## src/rtl/block_pkg.sv

```systemverilog
`default_nettype none
// ============================================================================
// Module   : block_pkg
// Purpose  : Board geometry, cell encoding, shape masks and FSM states shared
//            by the board writer, renderer and piece preview.
// Revision : 1.0  initial release
// ============================================================================
package block_pkg;

    localparam int BOARD_ROWS  = 8;
    localparam int BOARD_COLS  = 8;
    localparam int CELL_W      = 3;
    localparam int SHAPE_SLOTS = 8;

    localparam logic [CELL_W-1:0] CELL_EMPTY = 3'b000;
    localparam int                CELL_OCC   = 2;

    localparam logic [1:0] COLOR_BLUE   = 2'd0;
    localparam logic [1:0] COLOR_YELLOW = 2'd1;
    localparam logic [1:0] COLOR_ORANGE = 2'd2;
    localparam logic [1:0] COLOR_RED    = 2'd3;

    // Slot k of a mask sits at row k>>2, column k&3 of the 2x4 bounding box.
    localparam logic [7:0][7:0] SHAPE_MASK_TABLE = {
        8'h71, 8'h33, 8'h01, 8'h03, 8'h4F, 8'h77, 8'h27, 8'h0F
    };

    typedef enum logic [2:0] {
        IDLE     = 3'd0,
        CHK_ADDR = 3'd1,
        CHK_DATA = 3'd2,
        WRITE    = 3'd3,
        DONE_OK  = 3'd4,
        DONE_REJ = 3'd5
    } state_t;

    function automatic logic [7:0] shape_mask(input logic [2:0] shape);
        return SHAPE_MASK_TABLE[shape];
    endfunction

    function automatic logic [CELL_W-1:0] make_cell(input logic [1:0] color);
        return {1'b1, color};
    endfunction

endpackage
`default_nettype wire

```

## src/rtl/shape_mask_rom.sv

```systemverilog
`default_nettype none
// ============================================================================
// Module   : shape_mask_rom
// Purpose  : Combinational shape code to occupancy mask lookup with popcount.
// Revision : 1.0  initial release
// ============================================================================
module shape_mask_rom
    import block_pkg::*;
(
    input  logic [2:0] i_shape,
    output logic [7:0] o_mask,
    output logic [3:0] o_count
);

    logic [7:0] w_mask;
    logic [3:0] w_count;

    always_comb begin
        w_mask  = shape_mask(i_shape);
        w_count = 4'd0;
        for (int k = 0; k < SHAPE_SLOTS; k++) begin
            w_count = w_count + {3'b000, w_mask[k]};
        end
    end

    assign o_mask  = w_mask;
    assign o_count = w_count;

endmodule
`default_nettype wire

```

## src/rtl/board_writer.sv

```systemverilog
`default_nettype none
// ============================================================================
// Module   : board_writer
// Purpose  : Places one piece on the board RAM: bounds check, occupancy scan,
//            then an all-or-nothing write, with a saturating placed-cell score.
// Revision : 1.0  initial release
// ============================================================================
module board_writer
    import block_pkg::*;
#(
    parameter  int ROWS    = BOARD_ROWS,
    parameter  int COLS    = BOARD_COLS,
    parameter  int SCORE_W = 16,
    localparam int ROW_W   = $clog2(ROWS),
    localparam int COL_W   = $clog2(COLS),
    localparam int ADDR_W  = ROW_W + COL_W
) (
    input  logic                iCLK,
    input  logic                reset,
    input  logic                req_valid,
    output logic                req_ready,
    input  logic [2:0]          req_shape,
    input  logic [1:0]          req_color,
    input  logic [ROW_W-1:0]    req_row,
    input  logic [COL_W-1:0]    req_col,
    output logic [ADDR_W-1:0]   ram_addr,
    output logic                ram_we,
    output logic [CELL_W-1:0]   ram_wdata,
    input  logic [CELL_W-1:0]   ram_rdata,
    output logic                done,
    output logic                ok,
    output logic                busy,
    output logic [SCORE_W-1:0]  score
);

    state_t              r_state;
    logic [2:0]          r_slot;
    logic [7:0]          r_mask;
    logic [3:0]          r_count;
    logic [1:0]          r_color;
    logic [ROW_W-1:0]    r_row;
    logic [COL_W-1:0]    r_col;
    logic                r_req_ready;
    logic                r_busy;
    logic [ADDR_W-1:0]   r_ram_addr;
    logic                r_ram_we;
    logic [CELL_W-1:0]   r_ram_wdata;
    logic                r_done;
    logic                r_ok;
    logic [SCORE_W-1:0]  r_score;

    logic [7:0]          w_mask;
    logic [3:0]          w_count;
    logic                w_in_bounds;
    logic [2:0]          w_next_slot;
    logic [ADDR_W-1:0]   w_next_addr;
    logic [SCORE_W:0]    w_score_sum;
    logic [SCORE_W-1:0]  w_score_next;
    logic [1:0]          w_rdata_unused;

    shape_mask_rom u_shape_rom (
        .i_shape (req_shape),
        .o_mask  (w_mask),
        .o_count (w_count)
    );

    function automatic logic [ADDR_W-1:0] slot_addr(
        input logic [ROW_W-1:0] row,
        input logic [COL_W-1:0] col,
        input logic [2:0]       slot
    );
        logic [ROW_W-1:0] row_sum;
        logic [COL_W-1:0] col_sum;
        row_sum = row + ROW_W'(slot[2]);
        col_sum = col + COL_W'(slot[1:0]);
        return {row_sum, col_sum};
    endfunction

    // Any set slot falling off the bottom or right edge rejects the piece.
    always_comb begin
        w_in_bounds = 1'b1;
        for (int k = 0; k < SHAPE_SLOTS; k++) begin
            if (w_mask[k] && ((int'(req_row) + (k >> 2)) >= ROWS ||
                              (int'(req_col) + (k & 3))  >= COLS)) begin
                w_in_bounds = 1'b0;
            end
        end
    end

    assign w_next_slot    = r_slot + 3'd1;
    assign w_next_addr    = slot_addr(r_row, r_col, w_next_slot);
    assign w_score_sum    = {1'b0, r_score} + (SCORE_W+1)'(r_count);
    assign w_score_next   = w_score_sum[SCORE_W] ? {SCORE_W{1'b1}} : w_score_sum[SCORE_W-1:0];
    assign w_rdata_unused = ram_rdata[1:0];

    always_ff @(posedge iCLK or posedge reset) begin
        if (reset) begin
            r_state     <= IDLE;
            r_slot      <= 3'd0;
            r_mask      <= 8'd0;
            r_count     <= 4'd0;
            r_color     <= 2'd0;
            r_row       <= '0;
            r_col       <= '0;
            r_req_ready <= 1'b1;
            r_busy      <= 1'b0;
            r_ram_addr  <= '0;
            r_ram_we    <= 1'b0;
            r_ram_wdata <= CELL_EMPTY;
            r_done      <= 1'b0;
            r_ok        <= 1'b0;
            r_score     <= '0;
        end else begin
            r_done <= 1'b0;
            case (r_state)
                IDLE: begin
                    if (req_valid && r_req_ready) begin
                        r_req_ready <= 1'b0;
                        r_busy      <= 1'b1;
                        r_mask      <= w_mask;
                        r_count     <= w_count;
                        r_color     <= req_color;
                        r_row       <= req_row;
                        r_col       <= req_col;
                        r_slot      <= 3'd0;
                        if (w_in_bounds) begin
                            r_state    <= CHK_ADDR;
                            r_ram_addr <= {req_row, req_col};
                        end else begin
                            r_state <= DONE_REJ;
                            r_done  <= 1'b1;
                            r_ok    <= 1'b0;
                        end
                    end
                end

                // Set slots take an extra cycle so the RAM read can return.
                CHK_ADDR, CHK_DATA: begin
                    if (r_state == CHK_ADDR && r_mask[r_slot]) begin
                        r_state <= CHK_DATA;
                    end else if (r_state == CHK_DATA && ram_rdata[CELL_OCC]) begin
                        r_state <= DONE_REJ;
                        r_done  <= 1'b1;
                        r_ok    <= 1'b0;
                    end else if (r_slot == 3'd7) begin
                        r_state     <= WRITE;
                        r_slot      <= 3'd0;
                        r_ram_addr  <= {r_row, r_col};
                        r_ram_we    <= r_mask[0];
                        r_ram_wdata <= make_cell(r_color);
                    end else begin
                        r_state    <= CHK_ADDR;
                        r_slot     <= w_next_slot;
                        r_ram_addr <= w_next_addr;
                    end
                end

                WRITE: begin
                    if (r_slot == 3'd7) begin
                        r_ram_we <= 1'b0;
                        r_state  <= DONE_OK;
                        r_done   <= 1'b1;
                        r_ok     <= 1'b1;
                        r_score  <= w_score_next;
                    end else begin
                        r_slot     <= w_next_slot;
                        r_ram_addr <= w_next_addr;
                        r_ram_we   <= r_mask[w_next_slot];
                    end
                end

                DONE_OK, DONE_REJ: begin
                    r_state     <= IDLE;
                    r_req_ready <= 1'b1;
                    r_busy      <= 1'b0;
                end

                default: begin
                    r_state     <= IDLE;
                    r_req_ready <= 1'b1;
                    r_busy      <= 1'b0;
                    r_ram_we    <= 1'b0;
                end
            endcase
        end
    end

    assign req_ready = r_req_ready;
    assign busy      = r_busy;
    assign ram_addr  = r_ram_addr;
    assign ram_we    = r_ram_we;
    assign ram_wdata = r_ram_wdata;
    assign done      = r_done;
    assign ok        = r_ok;
    assign score     = r_score;

endmodule
`default_nettype wire

```

## config.mk

```make
export PLATFORM = sky130hd
export DESIGN_NAME = board_writer
export DESIGN_NICKNAME = d
export VERILOG_FILES = /design/src/rtl/block_pkg.sv /design/src/rtl/shape_mask_rom.sv /design/src/rtl/board_writer.sv
export SDC_FILE = /design/constraint.sdc
export NUM_CORES = 1
export LEC_CHECK = 0
export ABC_AREA = 1
export CAP_MARGIN = 0
export CORE_ASPECT_RATIO = 0.8
export CORE_MARGIN = 2
export CORE_UTILIZATION = 54
export DETAILED_ROUTE_END_ITERATION = 7
export PLACE_DENSITY = 0.88
export SLEW_MARGIN = 40
export SYNTH_ARGS = -nofsm -noshare
export SYNTH_HDL_FRONTEND = slang
export SYNTH_SLANG_ARGS = --single-unit
```

## constraint.sdc

```tcl
create_clock -name iCLK -period 3.75 [get_ports iCLK]
set_input_delay 0.5625 -clock iCLK [delete_from_list [all_inputs] [get_ports iCLK]]
set_output_delay 0.5625 -clock iCLK [all_outputs]
set_load 0.005 [all_outputs]
```

# Word-level counts from Yosys, hierarchy flattened
# Memories as Yosys holds them, arrays and structs flattened.
# Cells that the tools add are included.
[op_classes]
eq_ne = 15
n_mux = 55
addsub = 15
magnitude_cmp = 9
n_bitwise = 4
reduce_logical = 33
[ops]
columns = ["cell", "n"]
rows = [
  ["6-bit 2-to-1 mux", 6],
  ["3-bit 2-to-1 mux", 10],
  ["1-bit 2-to-1 mux", 26],
  ["4-bit by 1-bit adder with 4-bit output", 6],
  ["2-bit != test (second input constant)", 9],
  ["3-bit case mux with 3 select lines", 2],
  ["6-bit case mux with 3 select lines", 1],
  ["16-bit by 4-bit adder with 17-bit output", 1],
  ["4-bit greater-or-equal comparator (second input constant)", 4],
  ["16-bit 2-to-1 mux", 1],
  ["3-bit by 4-bit less-than comparator with 1-bit output (second input constant)", 3],
  ["6-bit AND reduction", 2],
  ["1-bit logical AND", 11],
  ["3-bit == test (second input constant)", 3],
  ["1-bit case mux with 3 select lines", 3],
  ["3-bit by 1-bit adder with 4-bit output (second input constant)", 2],
  ["3-bit by 2-bit adder with 4-bit output (second input constant)", 2],
  ["3-bit by 4-bit greater-or-equal comparator with 1-bit output (second input constant)", 2],
  ["1-bit logical OR", 8],
  ["8-bit 2-to-1 mux", 1],
  ["2-bit AND reduction", 4],
  ["4-bit AND reduction", 2],
  ["1-bit binary-select mux with 3-bit select", 2],
  ["3-bit by 2-bit == test with 1-bit output (second input constant)", 2],
  ["13 further kinds", 18],
]
[totals]
n_memories = 1
register_bits = 56
out_inout_bits = 30
romBits = 64
[memory_table]
columns = ["memory", "depth", "width", "read_ports", "rd_ports_with_merged_regs", "wr", "line", "source"]
rows = [
  ["(no name shown)", 8, 8, 1, 0, 0, "block_pkg.sv:38", "return SHAPE_MASK_TABLE[shape];"],
]

# Longest topological paths before layout
[logic_depth]
word_depth = 14
mapped_depth = 13
depth_no_buf = 13

# Cells and area by module
# A second synthesis with hierarchy kept.
[hier_totals]
cells_unflattened = 469
area_unflattened_um2 = 3548.4
[by_module_without_submodules]
columns = ["module", "cells_per_inst", "area_per_inst_um2", "seq_area_each_um2", "n_inst"]
rows = [
  ["board_writer", 427, 3270.6, 1402.6, 1],
  ["shape_mask_rom", 42, 277.8, 0.0, 1],
]

# Least setup slack after synthesis
# Ideal clock, no wire load.
[synth_timing]
path_type = "input -> register"
from = "input port req_shape[0]"
to = "register r_count[2]"
path_buffers = 0
slack_ps = 1079
setup_time_ps = 83
arrival_ps = 2588
cell_stages = 10
cell_sequence = "inv_1 > ha_1 > o21ai_0 > inv_1 > ha_1 > fa_1 > ha_1 > fa_1 > xnor2_1 > o21ai_0"
[synth_between]
word_cells_on_any_way = 9
cone_classes = "7 x add/sub; 1 x mux; 1 x memory"
[synth_lines]
columns = ["item", "line", "source"]
rows = [
  ["start: declaration", "board_writer.sv:22", "input logic [2:0] req_shape,"],
  ["memory 8 x 8 bit", "-", ""],
  ["8-bit 2-to-1 mux (implied by the code)", "block_pkg.sv:38", ""],
  ["net u_shape_rom.o_mask[4]", "shape_mask_rom.sv:11", "output logic [7:0] o_mask,"],
  ["4-bit by 1-bit adder with 4-bit output (4 in a row)", "shape_mask_rom.sv:22", "w_count = w_count + {3'b000, w_mask[k]};"],
  ["end signal: assignment", "board_writer.sv:121", "r_count <= w_count;"],
  ["end: declaration", "board_writer.sv:39", "logic [3:0] r_count;"],
]
# The timed path passes the listed nets, and every way through them passes these cells. The select of a mux whose other input is x is not followed.
# A chain may end at the register's enable or synchronous reset.

# Worst setup path after layout
# Same ends and word-level chain as after synthesis.

==> key figures <==
Outcome
  – Status: finished clean

STA
  – Max-slew violation count: 0
  – Max-Slew Margin vs Limit: 54.8%
  – Final setup fails: 0
  – Min Tclk post-route: 3040 ps
  – Final Hold Fails: 0
  – Final worst slack: 707 ps
  – RSZ-0062 raised after global routing: no
  – Fin Setup TNS: 0 ps
  – Max frequency: 0.329 GHz
  – Clock Skews: 15.0 ps
  – Slew @ Worst Pin: 677 ps
  – Final period util: 81.1%

Setup path
  – Setup CP Type: input port to flop
  – RR Startpoint: r_slot[0]
  – FF-to-FF path depth: 10
  – Crit path launch type: input port
  – Worst path required time: 3950 ps
  – Crit end category: flop
  – FF-to-FF End: ram_addr[2]
  – Worst reg-to-reg setup slack: 1310 ps
  – Data arrival time at the worst-slack endpoint: 3240 ps
  – Critical Path Fanout Max: 3

Global route
  – Initial antenna violation count: 0
  – GR met3 Demand/Resource: 3.55%
  – Total grt overflow: 0
  – GRT busiest layer: met2
  – First-pass GRT wire length: 13.1 mm
  – Total track usage: 23.7%
  – Vias in the first global route: 3000
  – Global Route met2 Usage: 40.0%
  – GR Layer Usage met1: 32.3%
  – Largest net degree at the start of global routing: 40

Floorplanning
  – DIE AREA: 6870 um^2
  – I/O pins: 47
  – Initial core utilization: 56.2%
  – Core footprint: 5970 um^2
  – DIE HEIGHT: 74.5 um
  – Die Wd: 92.2 um
  – FP Rows: 25

Route
  – Via density: 5.32
  – Via count: 3104
  – Detail Route Antenna Nets: 0
  – WL final: 7.65 mm
  – Initial DRC Count: 234
  – First-pass DRT Iterations: 5
  – DRC viols: 0
  – Wire length per cell: 13.1 um

Logic synthesis
  – Syn. warnings: 0
  – Syn Area/Cell: 7.36 um^2
  – Netlist area before placement: 3360 um^2
  – Synth Flop Type: dfrtp_1
  – Synth cell types: 31
  – Asr flop ratio synth: 100%
  – Flops & latches, synth: 55
  – Net count after synthesis: 492
  – Cells after Synth: 456
  – EDFF count, synth: 0
  – Post-synthesis sequential area ratio: 41.0%

Final layout
  – Area Overhead vs Synth: 18.3%
  – Nets: 538
  – N_diodes: 0
  – Share of cells above drive strength 1: 7.55%

Clocking
  – CTS sink count: 55
  – Cts hold-fix bufs: 0
  – Clk_lat worst skew: 320 ps
  – Clock Tree Buf Depth: 2
  – Num CTS Buffers: 5
  – Clk slew on worst S/H paths: 110 ps
  – Post-CTS sizing: 0
  – Post-CTS Setup Bufs: 0
  – Root buf cell: clkbuf_8
  – CTS tree: yes
  – CTS H-Tree Depth: 2

Min path
  – Hold Path Sink: req_ready
  – Min-Delay Path Class: flop to flop
  – Hold path depth: 2
  – Hold wc startpoint: req_ready

Power
  – Max VDD drop: 352 uV
  – Pwr dens: 583 nW/um^2
  – Total Power: 2.32 mW
  – Leakage: 2.07 nW

Placement
  – Detail Placement HPWL: 5.92 mm
  – Pre-CTS setup slack: 348 ps
  – GP Congestion: 0.892
  – IO buf count: 44

Job
  – MaxCap Viol Count: 0
==> registers in the layout, summed over array words and instances (netlist names), 2 cells and up <==
register,flops
r_row,3
ram_addr,6
r_mask,7
r_state,3
r_count,4
ram_wdata,3
r_color,2
r_slot,3
r_col,3
score,16
==> cell usage after synthesis (all sizes together) (5+ instances only) <==
master,number,share of area [%]
ha,15,5.6
nor3,5,0.75
o21ai,21,3.1
or2,8,1.5
o211ai,6,1.3
dfrtp,54,40
nand2,164,19
nor2,31,4.3
inv,65,7.3
nand4,5,0.93
nand3,54,8.3
buf,6,1.2
==> worst max-delay path by stage <==
stage,start,to,slack (ps)
after global routing,req_shape[0],r_count[2],530
after global placement,req_shape[0],r_count[2],460
final,req_shape[0],r_count[2],710
after detailed placement,req_shape[0],r_count[2],350
after CTS,req_shape[0],r_count[2],690
after floorplan,req_shape[0],r_count[2],1080
==> kinds of logic after synthesis <==
family	share of synthesized area (%)
adder cells (fa/ha/maj)	7.97
AO/OA/AOI/OAI	5.51
XOR/XNOR	1.30
AND/OR/NAND/NOR	35.6
flip-flops	41.0
buffers and inverters	8.61
==> worst max-delay path, cell delays in order <==
cell	delay, ps
clkdlybuf4s50_1	510
inv_1	70
ha_1	180
o21ai_0	200
inv_1	100
ha_1	320
fa_1	450
ha_1	230
fa_1	380
xnor2_1	140
o21ai_0	90
==> per-layer routing <==
metal	share of wire, %	wire, um	up-vias
met4	1.3	96	0
met1	47	3620	1466
met3	4.8	369	11
met2	47	3560	92
li1	-	-	1535
met5	0	0	-
==> through the flow <==
| stage | instance area, um^2 | util, % | hold WS [ps] | std cells |
|---|---|---|---|---|
| finish | 3970 | 66.5 | 483 | 584 |
| global route | 3970 | 66.5 | 506 | 584 |
| CTS | 3970 | 66.5 | 485 | 584 |
| detailed placement | 3870 | 64.8 | 464 | 576 |
| global placement | 3870 | 64.8 | 453 | 576 |
| floorplan | 3360 | - | 443 | 456 |
==> layout by cell type, fill, tap and decap left out, drive strengths merged, types with 5 or more instances in the layout <==
| cell | netlist | layout |
|---|---|---|
| clkbuf | 1 | 5 |
| clkdlybuf4s50 | 0 | 44 |
| dfrtp | 54 | 54 |
| ha | 15 | 15 |
| inv | 65 | 66 |
| nand2 | 164 | 164 |
| nand3 | 54 | 54 |
| nand4 | 5 | 5 |
| nor2 | 31 | 31 |
| nor3 | 5 | 5 |
| o211ai | 6 | 6 |
| o21ai | 21 | 21 |
| or2 | 8 | 8 |
==> final cells by class <==
| cell class | count | area (um^2) |
|---|---|---|
| clock inverters | 3 | 33.8 |
| multi-input cells | 329 | 1690 |
| well taps | 81 | 101 |
| fillers | 505 | 2000 |
| flip-flops and latches | 55 | 1380 |
| clock buffers | 5 | 68.8 |
| inverters | 65 | 245 |
| repair buffers | 46 | 455 |
==> where the power goes <==
group	switching, mW	leakage, nW	internal [mW]
logic	0.661	1.31	0.421
clock network	0.220	0.0519	0.142
registers	0.109	0.707	0.765
total	0.990	2.07	1.33
Note: power is estimated with default switching activity, not from simulation.
